### src/rtl/pq_pkg.sv
// rtl/pq_pkg.sv - shared entry-field widths for the register-array PQ and its front-end
package pq_pkg;
   parameter int KEY_WIDTH = 8;
   parameter int VAL_WIDTH = 8;
endpackage

### src/rtl/pq_req_ctrl.sv
// rtl/pq_req_ctrl.sv - request front-end that buffers enqueues and sequences PQ enq/deq strobes
//
// Purpose: accepts {key,val} enqueue words into a small FIFO and dequeue requests,
// drives the PQ enq/deq strobes according to the PQ busy handshake, and returns
// dequeued entries on a registered output slot.
//
// Optional feature: define PQ_REQ_WDOG_EN to enable the ENQ_WAIT watchdog
// (abort after WDOG_CYCLES without pq_busy, discard the FIFO head, set sticky err).
//
// Ports:
//   clk, rst                 clock (rising edge), asynchronous active-low reset
//   in_kv/in_valid/in_ready  enqueue word channel into the FIFO
//   deq_valid/deq_ready      dequeue request; deq_ready pulses with the PQ deq strobe
//   out_kv/out_valid/out_ready  registered dequeued entry
//   pq_kvi/pq_enq/pq_deq     to the PQ (pq_kvi is always the FIFO head)
//   pq_busy/pq_full/pq_empty/pq_kvo  from the PQ
//   fifo_cnt                 FIFO occupancy
//   err                      sticky watchdog abort flag (constant 0 without the watchdog)
module pq_req_ctrl #(
   parameter int KEY_WIDTH   = pq_pkg::KEY_WIDTH,
   parameter int VAL_WIDTH   = pq_pkg::VAL_WIDTH,
   parameter int FIFO_DEPTH  = 4,
   parameter int WDOG_CYCLES = 16
) (
   input  logic                              clk,
   input  logic                              rst,
   input  logic [KEY_WIDTH+VAL_WIDTH-1:0]    in_kv,
   input  logic                              in_valid,
   output logic                              in_ready,
   input  logic                              deq_valid,
   output logic                              deq_ready,
   output logic [KEY_WIDTH+VAL_WIDTH-1:0]    out_kv,
   output logic                              out_valid,
   input  logic                              out_ready,
   output logic [KEY_WIDTH+VAL_WIDTH-1:0]    pq_kvi,
   output logic                              pq_enq,
   output logic                              pq_deq,
   input  logic                              pq_busy,
   input  logic                              pq_full,
   input  logic                              pq_empty,
   input  logic [KEY_WIDTH+VAL_WIDTH-1:0]    pq_kvo,
   output logic [$clog2(FIFO_DEPTH):0]       fifo_cnt,
   output logic                              err
);

   localparam int KV_W  = KEY_WIDTH + VAL_WIDTH;
   localparam int PTR_W = $clog2(FIFO_DEPTH);
   localparam int CNT_W = PTR_W + 1;

   typedef enum logic [1:0] {
      S_IDLE,
      S_ENQ_WAIT,
      S_ENQ_HOLD,
      S_GAP
   } state_t;

   state_t            r_state;
   state_t            w_state_nxt;

   logic [KV_W-1:0]   r_mem [FIFO_DEPTH];
   logic [PTR_W-1:0]  r_wr_ptr;
   logic [PTR_W-1:0]  r_rd_ptr;
   logic [CNT_W-1:0]  r_cnt;
   logic [KV_W-1:0]   r_out_kv;
   logic              r_out_valid;

   logic              w_push;
   logic              w_pop;
   logic              w_enq;
   logic              w_deq;
   logic              w_capture;
   logic              w_deq_ready;
   logic              w_fifo_nempty;
   logic              w_slot_free;

`ifdef PQ_REQ_WDOG_EN
   localparam int WDOG_W = $clog2(WDOG_CYCLES + 1);
   logic [WDOG_W-1:0] r_wdog;
   logic              r_err;
   logic              w_wdog_expired;
   assign w_wdog_expired = (r_wdog == WDOG_W'(WDOG_CYCLES));
`endif

   // ---------------- enqueue FIFO ----------------
   assign in_ready      = (r_cnt != CNT_W'(FIFO_DEPTH));
   assign w_push        = in_valid && in_ready;
   assign w_fifo_nempty = (r_cnt != '0);
   assign pq_kvi        = r_mem[r_rd_ptr];
   assign fifo_cnt      = r_cnt;

   always_ff @(posedge clk or negedge rst) begin
      if (!rst) begin
         r_wr_ptr <= '0;
         r_rd_ptr <= '0;
         r_cnt    <= '0;
      end else begin
         if (w_push) r_wr_ptr <= r_wr_ptr + PTR_W'(1);
         if (w_pop)  r_rd_ptr <= r_rd_ptr + PTR_W'(1);
         case ({w_push, w_pop})
            2'b10:   r_cnt <= r_cnt + CNT_W'(1);
            2'b01:   r_cnt <= r_cnt - CNT_W'(1);
            default: r_cnt <= r_cnt;
         endcase
      end
   end

   // Storage needs no reset: the pointers define which entries are live.
   always_ff @(posedge clk) begin
      if (w_push) r_mem[r_wr_ptr] <= in_kv;
   end

   // ---------------- request sequencer ----------------
   // The output slot can take a new entry if empty or being drained this cycle.
   assign w_slot_free = !r_out_valid || out_ready;

   always_ff @(posedge clk or negedge rst) begin
      if (!rst) r_state <= S_IDLE;
      else      r_state <= w_state_nxt;
   end

   always_comb begin
      w_state_nxt = r_state;
      w_enq       = 1'b0;
      w_deq       = 1'b0;
      w_pop       = 1'b0;
      w_capture   = 1'b0;
      w_deq_ready = 1'b0;
      case (r_state)
         S_IDLE: begin
            if (!pq_busy) begin
               if (deq_valid && w_fifo_nempty && !pq_empty && w_slot_free) begin
                  // Combined replace: the PQ accepts this even when full.
                  w_enq       = 1'b1;
                  w_deq       = 1'b1;
                  w_capture   = 1'b1;
                  w_deq_ready = 1'b1;
                  w_pop       = 1'b1;
                  w_state_nxt = S_GAP;
               end else if (deq_valid && !pq_empty && w_slot_free) begin
                  w_deq       = 1'b1;
                  w_capture   = 1'b1;
                  w_deq_ready = 1'b1;
                  w_state_nxt = S_GAP;
               end else if (w_fifo_nempty && !pq_full) begin
                  w_enq       = 1'b1;
                  w_state_nxt = S_ENQ_WAIT;
               end
            end
         end
         S_ENQ_WAIT: begin
            // Head stays in place so pq_kvi is stable until the PQ takes it.
            w_enq = 1'b1;
            if (pq_busy) begin
               w_state_nxt = S_ENQ_HOLD;
            end
`ifdef PQ_REQ_WDOG_EN
            else if (w_wdog_expired) begin
               w_enq       = 1'b0;
               w_pop       = 1'b1;
               w_state_nxt = S_GAP;
            end
`endif
         end
         S_ENQ_HOLD: begin
            w_enq       = 1'b1;
            w_pop       = 1'b1;
            w_state_nxt = S_GAP;
         end
         S_GAP: begin
            // One cycle with every strobe low so the PQ sees a clean edge.
            w_state_nxt = S_IDLE;
         end
         default: w_state_nxt = S_IDLE;
      endcase
   end

   assign pq_enq    = w_enq;
   assign pq_deq    = w_deq;
   assign deq_ready = w_deq_ready;

   // ---------------- output slot ----------------
   always_ff @(posedge clk or negedge rst) begin
      if (!rst) begin
         r_out_kv    <= '0;
         r_out_valid <= 1'b0;
      end else if (w_capture) begin
         r_out_kv    <= pq_kvo;
         r_out_valid <= 1'b1;
      end else if (out_ready) begin
         r_out_valid <= 1'b0;
      end
   end

   assign out_kv    = r_out_kv;
   assign out_valid = r_out_valid;

   // ---------------- watchdog ----------------
`ifdef PQ_REQ_WDOG_EN
   // Counts ENQ_WAIT cycles without busy; cleared whenever the FSM leaves ENQ_WAIT.
   always_ff @(posedge clk or negedge rst) begin
      if (!rst) begin
         r_wdog <= '0;
         r_err  <= 1'b0;
      end else begin
         if (r_state == S_ENQ_WAIT && !pq_busy && !w_wdog_expired)
            r_wdog <= r_wdog + WDOG_W'(1);
         else
            r_wdog <= '0;
         if (r_state == S_ENQ_WAIT && !pq_busy && w_wdog_expired)
            r_err <= 1'b1;
      end
   end
   assign err = r_err;
`else
   // Watchdog compiled out: err is constant 0 and WDOG_CYCLES has no effect.
   assign err = (WDOG_CYCLES < 0);
`endif

endmodule

### config.mk
export PLATFORM = sky130hd
export DESIGN_NAME = pq_req_ctrl
export DESIGN_NICKNAME = d
export VERILOG_FILES = /design/src/rtl/pq_pkg.sv /design/src/rtl/pq_req_ctrl.sv
export SDC_FILE = /design/constraint.sdc
export NUM_CORES = 1
export LEC_CHECK = 0
export CORE_ASPECT_RATIO = 2
export CORE_MARGIN = 2
export CORE_UTILIZATION = 50
export CTS_CLUSTER_SIZE = 12
export DETAILED_ROUTE_END_ITERATION = 16
export DONT_BUFFER_PORTS = 1
export PLACE_DENSITY = 0.65
export SLEW_MARGIN = 20
export SYNTH_ARGS = -nofsm -noshare
export SYNTH_HDL_FRONTEND = slang
export SYNTH_SLANG_ARGS = --single-unit
export TNS_END_PERCENT = 100
### constraint.sdc
create_clock -name clk -period 7 [get_ports clk]
set_clock_uncertainty 0.15 [all_clocks]
set_input_delay 1.05 -clock clk [delete_from_list [all_inputs] [get_ports clk]]
set_output_delay 1.05 -clock clk [all_outputs]
set_load 0.03 [all_outputs]
# After elaboration in Yosys (flattened, before gate mapping)
# Memories as Yosys holds them, arrays and structs flattened.
# Index checks and enable logic that the tools add are counted.
[op_classes]
n_addsub = 4
n_eq_ne = 9
mux = 23
n_reduce_logical = 17
[op_table]
columns = ["cell", "count"]
rows = [
  ["$mux W1", 14],
  ["$mux W2", 5],
  ["$pmux W2 S4", 1],
  ["$logic_and A1 B1 Y1", 7],
  ["$eq A2 B2 Y1 const B", 3],
  ["$pmux W3 S2", 1],
  ["$add A2 B1 Y2 const B", 2],
  ["$eq A2 B1 Y1 const B", 2],
  ["$ne A2 B2 Y1 const B", 2],
  ["$ne A4 B4 Y1 const B", 1],
  ["$pmux W1 S2", 2],
  ["$reduce_bool A2 Y1", 2],
  ["$add A3 B1 Y3 const B", 1],
  ["$logic_not A1 Y1", 3],
  ["$ne A3 B3 Y1 const B", 1],
  ["$reduce_and A3 Y1", 1],
  ["$reduce_bool A3 Y1", 1],
  ["$sub A3 B1 Y3 const B", 1],
  ["$logic_not A2 Y1", 1],
  ["$reduce_or A2 Y1", 1],
  ["$logic_or A1 B1 Y1", 1],
]
[totals]
reg_bits = 26
mem_bits_rw = 64
in_bits = 40
output_inout_bits = 41
n_memories = 1
[mem_list]
columns = ["name", "words", "word_bits", "read_ports", "rd_clocked_by_memory_dff", "write_ports", "line_no", "text"]
rows = [
  ["r_mem", 4, 16, 1, 0, 1, "pq_req_ctrl.sv:60", "logic [KV_W-1:0] r_mem [FIFO_DEPTH];"],
]

# Longest topological paths before layout
# Gate-level depths: netlist of the first run.
[logic_depth]
ltp_word = 9
depth_mapped = 12
depth_no_buf = 11

# Worst setup path before layout of the first run
# OpenSTA, ideal clock, no wires.
[synth_timing]
path_kind = "in2out"
from = "input deq_valid"
to = "output pq_enq"
arrival_time_ns = 2.174
slack_ns = 3.626
stages = 3
n_path_buf = 0
path_cell_list = "nor2b_1 > a31oi_1 > o31ai_1"
[synth_between]
elab_chain_cells = 6
[synth_rtl]
columns = ["element", "line_no", "text"]
rows = [
  ["from (decl)", "pq_req_ctrl.sv:30", "input logic deq_valid,"],
  ["$logic_and A1 B1 Y1, on equally long branches (2 in a row)", "pq_req_ctrl.sv:139, pq_req_ctrl.sv:131", ""],
  ["$mux W1 or $logic_and A1 B1 Y1 (tied branches)", "pq_req_ctrl.sv:139, pq_req_ctrl.sv:131", ""],
  ["$mux W1 *", "pq_req_ctrl.sv:131", "if (deq_valid && w_fifo_nempty && !pq_empty && w_slot_free) begin"],
  ["$mux W1 *", "pq_req_ctrl.sv:130", "if (!pq_busy) begin"],
  ["$pmux W1 S2 *", "pq_req_ctrl.sv:128", "case (r_state)"],
  ["to (decl)", "pq_req_ctrl.sv:36", "output logic pq_enq,"],
]
# Every way passes the cells marked *; elsewhere a longest branch is shown, timed or not.

# Final worst setup path of the first run
[layout_timing]
from = "register r_state[0]"
to = "output pq_enq"
[layout_between]
elab_chain_cells = 3
[layout_rtl]
columns = ["element", "line_no", "text"]
rows = [
  ["from (decl)", "pq_req_ctrl.sv:57", "state_t r_state;"],
  ["from (signal assigned)", "pq_req_ctrl.sv:118", "else r_state <= w_state_nxt;"],
  ["$eq A2 B1 Y1 or $eq A2 B2 Y1 (tied branches)", "pq_req_ctrl.sv:128", ""],
  ["$reduce_or A2 Y1 (no source line)", "n/a", ""],
  ["$pmux W1 S2 *", "pq_req_ctrl.sv:128", ""],
]
# Marked as above.

==> parameters.txt, run 1 <==
Parameter                              Value

Placed design
  Number of buffer cells added on primary ports ... 0
  Gpl congestion ... 0.775
  HPWL after DPL ... 4620 um
  Instance count after placement with tap cells included ... 283
  Cell area after placement ... 3820 um^2

Critical path
  Kind of critical path ... reg2out
  Worst EP required ... 5800 ps
  Worst Setup End Kind ... output port
  CP max-delay cell ... o31ai_1
  Crit-path cells ... inv_1 -> ha_1 -> nor2b_4 -> a31oi_1 -> o31ai_1
  Crit-path max cell delay ... 860 ps
  Kind of cell adding the most delay to the critical path ... compound AO/OA/AOI/OAI gates
  Total buffers and inverters traversed by the critical path ... 1
  CP startpoint kind ... register
  Biggest fanout along the worst timing path ... 9
  Arrival time at the worst endpoint ... 2390 ps

Timing
  Final Max Tran Viols ... 0
  Measured slew at the worst slew-check pin ... 1020 ps
  Final setup vio count ... 0
  Worst max-slew margin expressed relative to the limit ... 31.5%
  Final TNS setup ... 0 ps
  Hold violation count in the final report ... 0
  Unrepaired setup endpoints after global routing ... false
  Period utilisation layout ... 51.3%
  Highest attainable clock frequency ... 279 MHz
  Time the worst path needs with I/O delays and setup ... 3590 ps

Cells and area
  Final std cells w/o fill ... 299
  Most frequent standard cell in the layout excluding fill and tap cells ... edfxtp_1
  Number of nets in the finished design ... 252
  Area of all placed cells without fillers ... 4160 um^2
  Final Util ... 57.3%
  Leading cell types in the layout, fill and taps excluded ... edfxtp_1, dfrtp_1, mux4_2
  Ant diodes ... 0
  Area growth from synthesis to final layout ... 10.7%
  Fraction of final layout cells sized beyond drive strength 1 ... 28.5%

Synth
  Number of enable flip-flop cells after synthesis ... 64
  Distinct cells, synth ... 43
  Most used flip-flop cell after synthesis ... edfxtp_1
  Warning count from the yosys run ... 0
  Proportion of register bits with asynchronous set or reset after synthesis ... 28.9%
  Synthesized-area fraction occupied by adder cells ... 3.53%
  Summed instance area of the synthesized netlist ... 3760 um^2
  Mapped Cells ... 198
  Yosys reg bits ... 90
  Synth Net Count ... 248
  Sequential cell area fraction in the yosys report ... 68.4%
  Synth Area in XOR/XNOR ... 1.16%
  Post-synthesis simple-gate area fraction ... 4.53%
  Multiplexer share of the synthesized area ... 16.4%
  Main combinational cell family by area after synthesis ... multiplexers
  Post-synthesis compound-gate area fraction ... 2.96%
  Post-Syn Area per Cell ... 19.0 um^2

Floorplan
  Die H ... 127 um
  Initial cell density of the core ... 51.7%
  Overall die area ... 8270 um^2
  Standard cell core area ... 7270 um^2
  Die width ... 65.3 um
  Number of primary I/O pins ... 81
  Num rows ... 44

Pwr
  Power share of the combinational group ... 29.7%
  Static leakage ... 1.54 nW
  Share of power burned in registers ... 45.1%
  Psw ... 766 uW
  Switching share of power ... 36.3%
  Clock share of power ... 25.2%
  Internal Dissipation ... 1.35 mW
  IR drop worst, VDD ... 0.272 mV
  Total power per unit cell area ... 507 nW/um^2

Routing
  Wirelength per Cell ... 21.1 um
  Total iterations of the first detailed-routing run ... 4
  DRC errors left ... 0
  Total routed wirelength ... 6320 um
  Post-detailed-route via-to-cell ratio ... 5.80
  DRT iter0 DRCs ... 136
  Total number of vias ... 1,734
  Final antenna-violating net count ... 0

Outcome
  Result of the run ... completed

Global route
  Initial antenna violation count ... 0
  Global routing usage summed across all routing layers ... 16.9%
  Maximum number of pins on one net before global-route repair ... 27
  Via count of the first global-routing pass ... 1,961
  Global-route wire length before repair ... 10,100 um
  Gr ovfl total ... 0

Run
  Count of max-cap constraint violations ... 0

Clock tree
  # clock sinks ... 90
  Hold Buf Count CTS ... 0
  Count of H-tree levels built during CTS ... 3
  TritonCTS clock tree ... yes
  Post-CTS clock slew at the launch and capture registers of the worst setup and hold paths ... 60 ps
  Buffers from clock root to sink, at most ... 2
  Number of post-CTS setup repair buffers ... 0
  Clock buffers created by TritonCTS ... 9
  CTS Root Cell ... clkbuf_16
  Resized Gates After CTS ... 0
  Clock insertion delay at the later pin of the skew report ... 330 ps

Worst hold path
  Tightest Hold Check Type ... in2async
==> power groups by stage <==
stage	sequential [mW]	clock, mW	combinational [mW]
after detailed placement	0.967	0	0.637
after global routing	0.974	0.561	0.683
after floorplan	0.908	0	0.583
after global placement	0.954	0	0.618
final	0.953	0.532	0.626
after CTS	0.958	0.546	0.639
==> logic make-up after synthesis <==
group,after synthesis
compound gates,13
xor+xnor,5
simple gates,24
fa+ha+maj,10
flops,90
other cells,1
mux,36
buf+inv,19
==> area by class of cell <==
| type | count | area [um^2] |
|---|---|---|
| Clock buffer | 9 | 225 |
| Clock inverter | 7 | 118 |
| Fill cell | 581 | 3110 |
| Inverter | 10 | 37.5 |
| Multi-Input combinational cell | 89 | 1080 |
| Sequential cell | 90 | 2570 |
| Tap cell | 92 | 115 |
| Timing Repair Buffer | 2 | 15.0 |
==> routing by layer <==
| layer | GRT usage, % | up-vias | part of all wire [%] |
|---|---|---|---|
| met2 | 31.2 | 74 | 59 |
| met4 | 7.84 | 0 | 2.3 |
| met5 | 0 | - | 0 |
| met3 | 5.67 | 10 | 6.7 |
| met1 | 16.2 | 881 | 32 |
| li1 | - | 769 | - |
==> cells in the mapped netlist (2+ instances only) <==
| master | n | share of area (%) |
|---|---|---|
| and3_2 | 4 | 0.80 |
| buf_2 | 3 | 0.40 |
| buf_4 | 2 | 0.40 |
| buf_6 | 2 | 0.60 |
| dfrtp_1 | 26 | 17 |
| edfxtp_1 | 64 | 51 |
| ha_1 | 9 | 3.0 |
| inv_1 | 10 | 1.0 |
| mux2_2 | 9 | 2.7 |
| mux2_4 | 9 | 3.6 |
| mux2i_1 | 2 | 0.53 |
| mux4_2 | 16 | 9.6 |
| nand2b_1 | 6 | 1.0 |
| nor2b_1 | 2 | 0.33 |
| o211a_1 | 2 | 0.53 |
| or3_1 | 2 | 0.33 |
| xnor2_1 | 3 | 0.70 |
| xor2_1 | 2 | 0.47 |
==> through the flow <==
step	hold WS (ps)	power [mW]	setup slack, ps
floorplan	385	1.49	3630
global placement	399	1.57	3540
detailed placement	439	1.60	3480
CTS	248	2.14	3380
global route	244	2.22	3240
finish	261	2.11	3410
==> state kept, by name, summed over array words and instances (netlist names) <==
register and cells:
r_mem 64, out_kv 16, fifo_cnt 3, r_rd_ptr 2, r_state 2, r_wr_ptr 2, out_valid 1
==> path summary, 6_finish.rpt <==
check | startpoint | endpoint | slack, ps | cells past startpoint
worst max register to register | r_state[0] | fifo_cnt[2] | 4290 | 11
worst min-delay path | rst | out_kv[7] | 260 | 0
worst min register to register | r_wr_ptr[1] | r_wr_ptr[1] | 450 | 1
min in group clk | r_wr_ptr[1] | r_wr_ptr[1] | 450 | 1
max in group asynchronous | rst | out_valid | 6360 | 0
worst max-delay path | r_state[0] | pq_enq | 3410 | 5
(Power assumes the default switching activity.)
==> inputs of run 2 (changes only) <==
--- a/config.mk
+++ b/config.mk
@@ -11,7 +11,7 @@
 export CTS_CLUSTER_SIZE = 12
 export DETAILED_ROUTE_END_ITERATION = 16
 export DONT_BUFFER_PORTS = 1
-export PLACE_DENSITY = 0.65
+export PLACE_DENSITY = 0.68
 export SLEW_MARGIN = 20
 export SYNTH_ARGS = -nofsm -noshare
 export SYNTH_HDL_FRONTEND = slang
==> constraint.sdc (replaced) <==
create_clock -name clk -period 3.1 [get_ports clk]
set_clock_uncertainty 0.15 [all_clocks]
set_input_delay 0.465 -clock clk [delete_from_list [all_inputs] [get_ports clk]]
set_output_delay 0.465 -clock clk [all_outputs]
set_load 0.03 [all_outputs]
==> run 2 against run 1 <==
Register-to-register slack worse by 3900 ps. Total power up 120%. Combinational power up 140%. Critical path depth up 1. Largest power group unchanged. Highest routed layer unchanged.
==> parameters.txt, run 2 (synthesis results as in run 1) <==
Parameter                              Value

Cells and area
  Area growth from synthesis to final layout ... 10.4% (was 10.7%)
  Final Util ... 57.1% (was 57.3%)
  Final std cells w/o fill ... 303 (was 299)
  Filler Cells Inserted ... 559 (was 581)
  Number of nets in the finished design ... 256 (was 252)
  Max FFs per register ... 64 (unchanged)
  Ant diodes ... 0 (unchanged)
  Leading cell types in the layout, fill and taps excluded ... edfxtp_1, dfrtp_1, mux4_2 (unchanged)
  Most frequent standard cell in the layout excluding fill and tap cells ... edfxtp_1 (unchanged)
  Fraction of final layout cells sized beyond drive strength 1 ... 28.0% (was 28.5%)
  Largest register by flop count ... r_mem (unchanged)

Timing
  Unrepaired setup endpoints after global routing ... false (unchanged)
  Worst max-slew margin expressed relative to the limit ... 49.5% (was 31.5%)
  Final TNS setup ... 0 ps (unchanged)
  Time the worst path needs with I/O delays and setup ... 2760 ps
  Final setup vio count ... 0 (unchanged)
  Final Max Tran Viols ... 0 (unchanged)
  Post-layout worst setup margin ... 345 ps (was 3410 ps)
  Highest attainable clock frequency ... 363 MHz
  Period utilisation layout ... 88.9%
  Measured slew at the worst slew-check pin ... 758 ps (was 1020 ps)
  Hold violation count in the final report ... 0 (unchanged)

Global route
  Gr ovfl total ... 0 (unchanged)
  Global routing usage summed across all routing layers ... 17.3% (was 16.9%)
  Global-route wire length before repair ... 10,400 um (was 10,100 um)
  Maximum number of pins on one net before global-route repair ... 27 (unchanged)
  Via count of the first global-routing pass ... 2,048 (was 1,961)
  Initial antenna violation count ... 0 (unchanged)

Pwr
  Total Power Consumption ... 4.66 mW (was 2.11 mW)
  Switching share of power ... 37.6% (was 36.3%)
  Total power per unit cell area ... 1120 nW/um^2 (was 507 nW/um^2)
  Power share of the combinational group ... 32.3% (was 29.7%)
  IR drop worst, VDD ... 0.664 mV (was 0.272 mV)
  Clock share of power ... 22.0% (was 25.2%)
  Share of power burned in registers ... 45.6% (was 45.1%)
  Static leakage ... 1.54 nW (about the same)
  Internal Dissipation ... 2.91 mW (was 1.35 mW)
  Psw ... 1.75 mW (was 766 uW)

Worst hold path
  Worst hold path cell count ... 0
  Launch instance of the worst min-delay path ... in_kv[15]
  Tightest Hold Check Type ... in2reg (was in2async)

Clock tree
  CTS Root Cell ... clkbuf_16 (unchanged)
  Clock buffers created by TritonCTS ... 9 (unchanged)
  Clock insertion delay at the later pin of the skew report ... 330 ps (about the same)
  Count of H-tree levels built during CTS ... 3 (unchanged)
  TritonCTS clock tree ... yes (unchanged)
  Post-CTS clock slew at the launch and capture registers of the worst setup and hold paths ... 60 ps (about the same)
  # clock sinks ... 90 (unchanged)
  Buffers from clock root to sink, at most ... 2 (unchanged)

Floorplan
  Die width ... 65.3 um (unchanged)
  Standard cell core area ... 7270 um^2 (unchanged)
  Initial cell density of the core ... 51.7% (unchanged)
  Num rows ... 44 (unchanged)
  Number of primary I/O pins ... 81 (unchanged)
  Die H ... 127 um (unchanged)
  Overall die area ... 8270 um^2 (unchanged)

Routing
  DRC errors left ... 0 (unchanged)
  Total number of vias ... 1,722 (was 1,734)
  Total routed wirelength ... 6510 um (was 6320 um)
  Wirelength per Cell ... 21.5 um (was 21.1 um)
  Final antenna-violating net count ... 0 (unchanged)
  DRT iter0 DRCs ... 109 (was 136)
  Post-detailed-route via-to-cell ratio ... 5.68 (was 5.80)
  Total iterations of the first detailed-routing run ... 4 (unchanged)

Critical path
  Logic depth of the worst setup path including buffers ... 6 (was 5)
  First element of the critical path ... r_state[0] (unchanged)
  Crit-path cells ... inv_1 -> ha_1 -> nor2b_4 -> a31oi_1 -> o31ai_1 -> buf_4 (was inv_1 -> ha_1 -> nor2b_4 -> a31oi_1 -> o31ai_1)
  Kind of critical path ... reg2out (unchanged)
  CP max-delay cell ... dfrtp_1 (was o31ai_1)
  Biggest fanout along the worst timing path ... 9 (unchanged)
  Total buffers and inverters traversed by the critical path ... 2 (was 1)
  Worst Setup End Kind ... output port (unchanged)
  Crit-path max cell delay ... 430 ps (was 860 ps)
  Number of cells on the worst reg-to-reg path ... 11 (unchanged)
  Worst EP required ... 2480 ps (was 5800 ps)
  Beginning of the worst register-to-register path ... r_state[0] (unchanged)
  Arrival time at the worst endpoint ... 2140 ps (was 2390 ps)
  Slack of the worst reg-to-reg path ... 390 ps (was 4290 ps)
  CP startpoint kind ... register (unchanged)
  Kind of cell adding the most delay to the critical path ... compound AO/OA/AOI/OAI gates (unchanged)

Placed design
  Gpl congestion ... 0.743 (was 0.775)
  Worst setup timing slack at the placement stage ... 390 ps (was 3480 ps)
  Instance count after placement with tap cells included ... 285 (was 283)
  HPWL after DPL ... 4800 um (was 4620 um)
  Number of buffer cells added on primary ports ... 0 (unchanged)

Outcome
  Result of the run ... completed (unchanged)

Run
  Count of max-cap constraint violations ... 0 (unchanged)
==> run 2: cell type report <==
type | instances | area [um^2] | area share, %
clock inverters | 5 | 55.1 | 1.33
multi-input cells | 89 | 1080 | 26.0
well taps | 92 | 115 | 2.77
repair buffers | 6 | 60.1 | 1.45
inverters | 10 | 37.5 | 0.904
clock buffers | 11 | 233 | 5.61
flip-flops and latches | 90 | 2570 | 62.0
==> run 2: what timing repair did <==
action,in CTS,in global routing
setup buffers,0,0
hold buffers,2,0
endpoints found under the hold margin,26,0
resized for setup,0,0
==> run 2: path summary, 6_finish.rpt <==
| path | to |
|---|---|
| min in group asynchronous | fifo_cnt[1] |
| min | r_mem[0][15] |
| max in group asynchronous | out_kv[14] |
| max | pq_enq |
| min reg2reg | fifo_cnt[2] |
| max reg2reg | fifo_cnt[2] |
==> run 2: layer usage <==
metal / track usage (%) / wire, um / vias up
met5: 0 / 0 / -
met4: 8.70 / 126 / 0
met3: 5.05 / 472 / 11
met2: 31.2 / 3680 / 82
met1: 17.6 / 2230 / 853
li1: - / - / 776
==> run 2: stage by stage <==
stage	hold WS, ps	area [um^2]
CTS	63.7	4150
floorplan	19.4	3760
global route	59.3	4150
global placement	20.1	3830
finish	76.3	4150
detailed placement	20.0	3830
==> run 2: power groups by stage <==
stage	Sequential (mW)	Clock, mW	Combinational, mW
6_report	2.13	1.03	1.51
5_1_grt	2.17	1.09	1.62
4_1_cts	2.13	1.06	1.53
3_5_place_dp	2.15	0	1.51
3_3_place_gp	2.12	0	1.43
2_1_floorplan	2.05	0	1.32
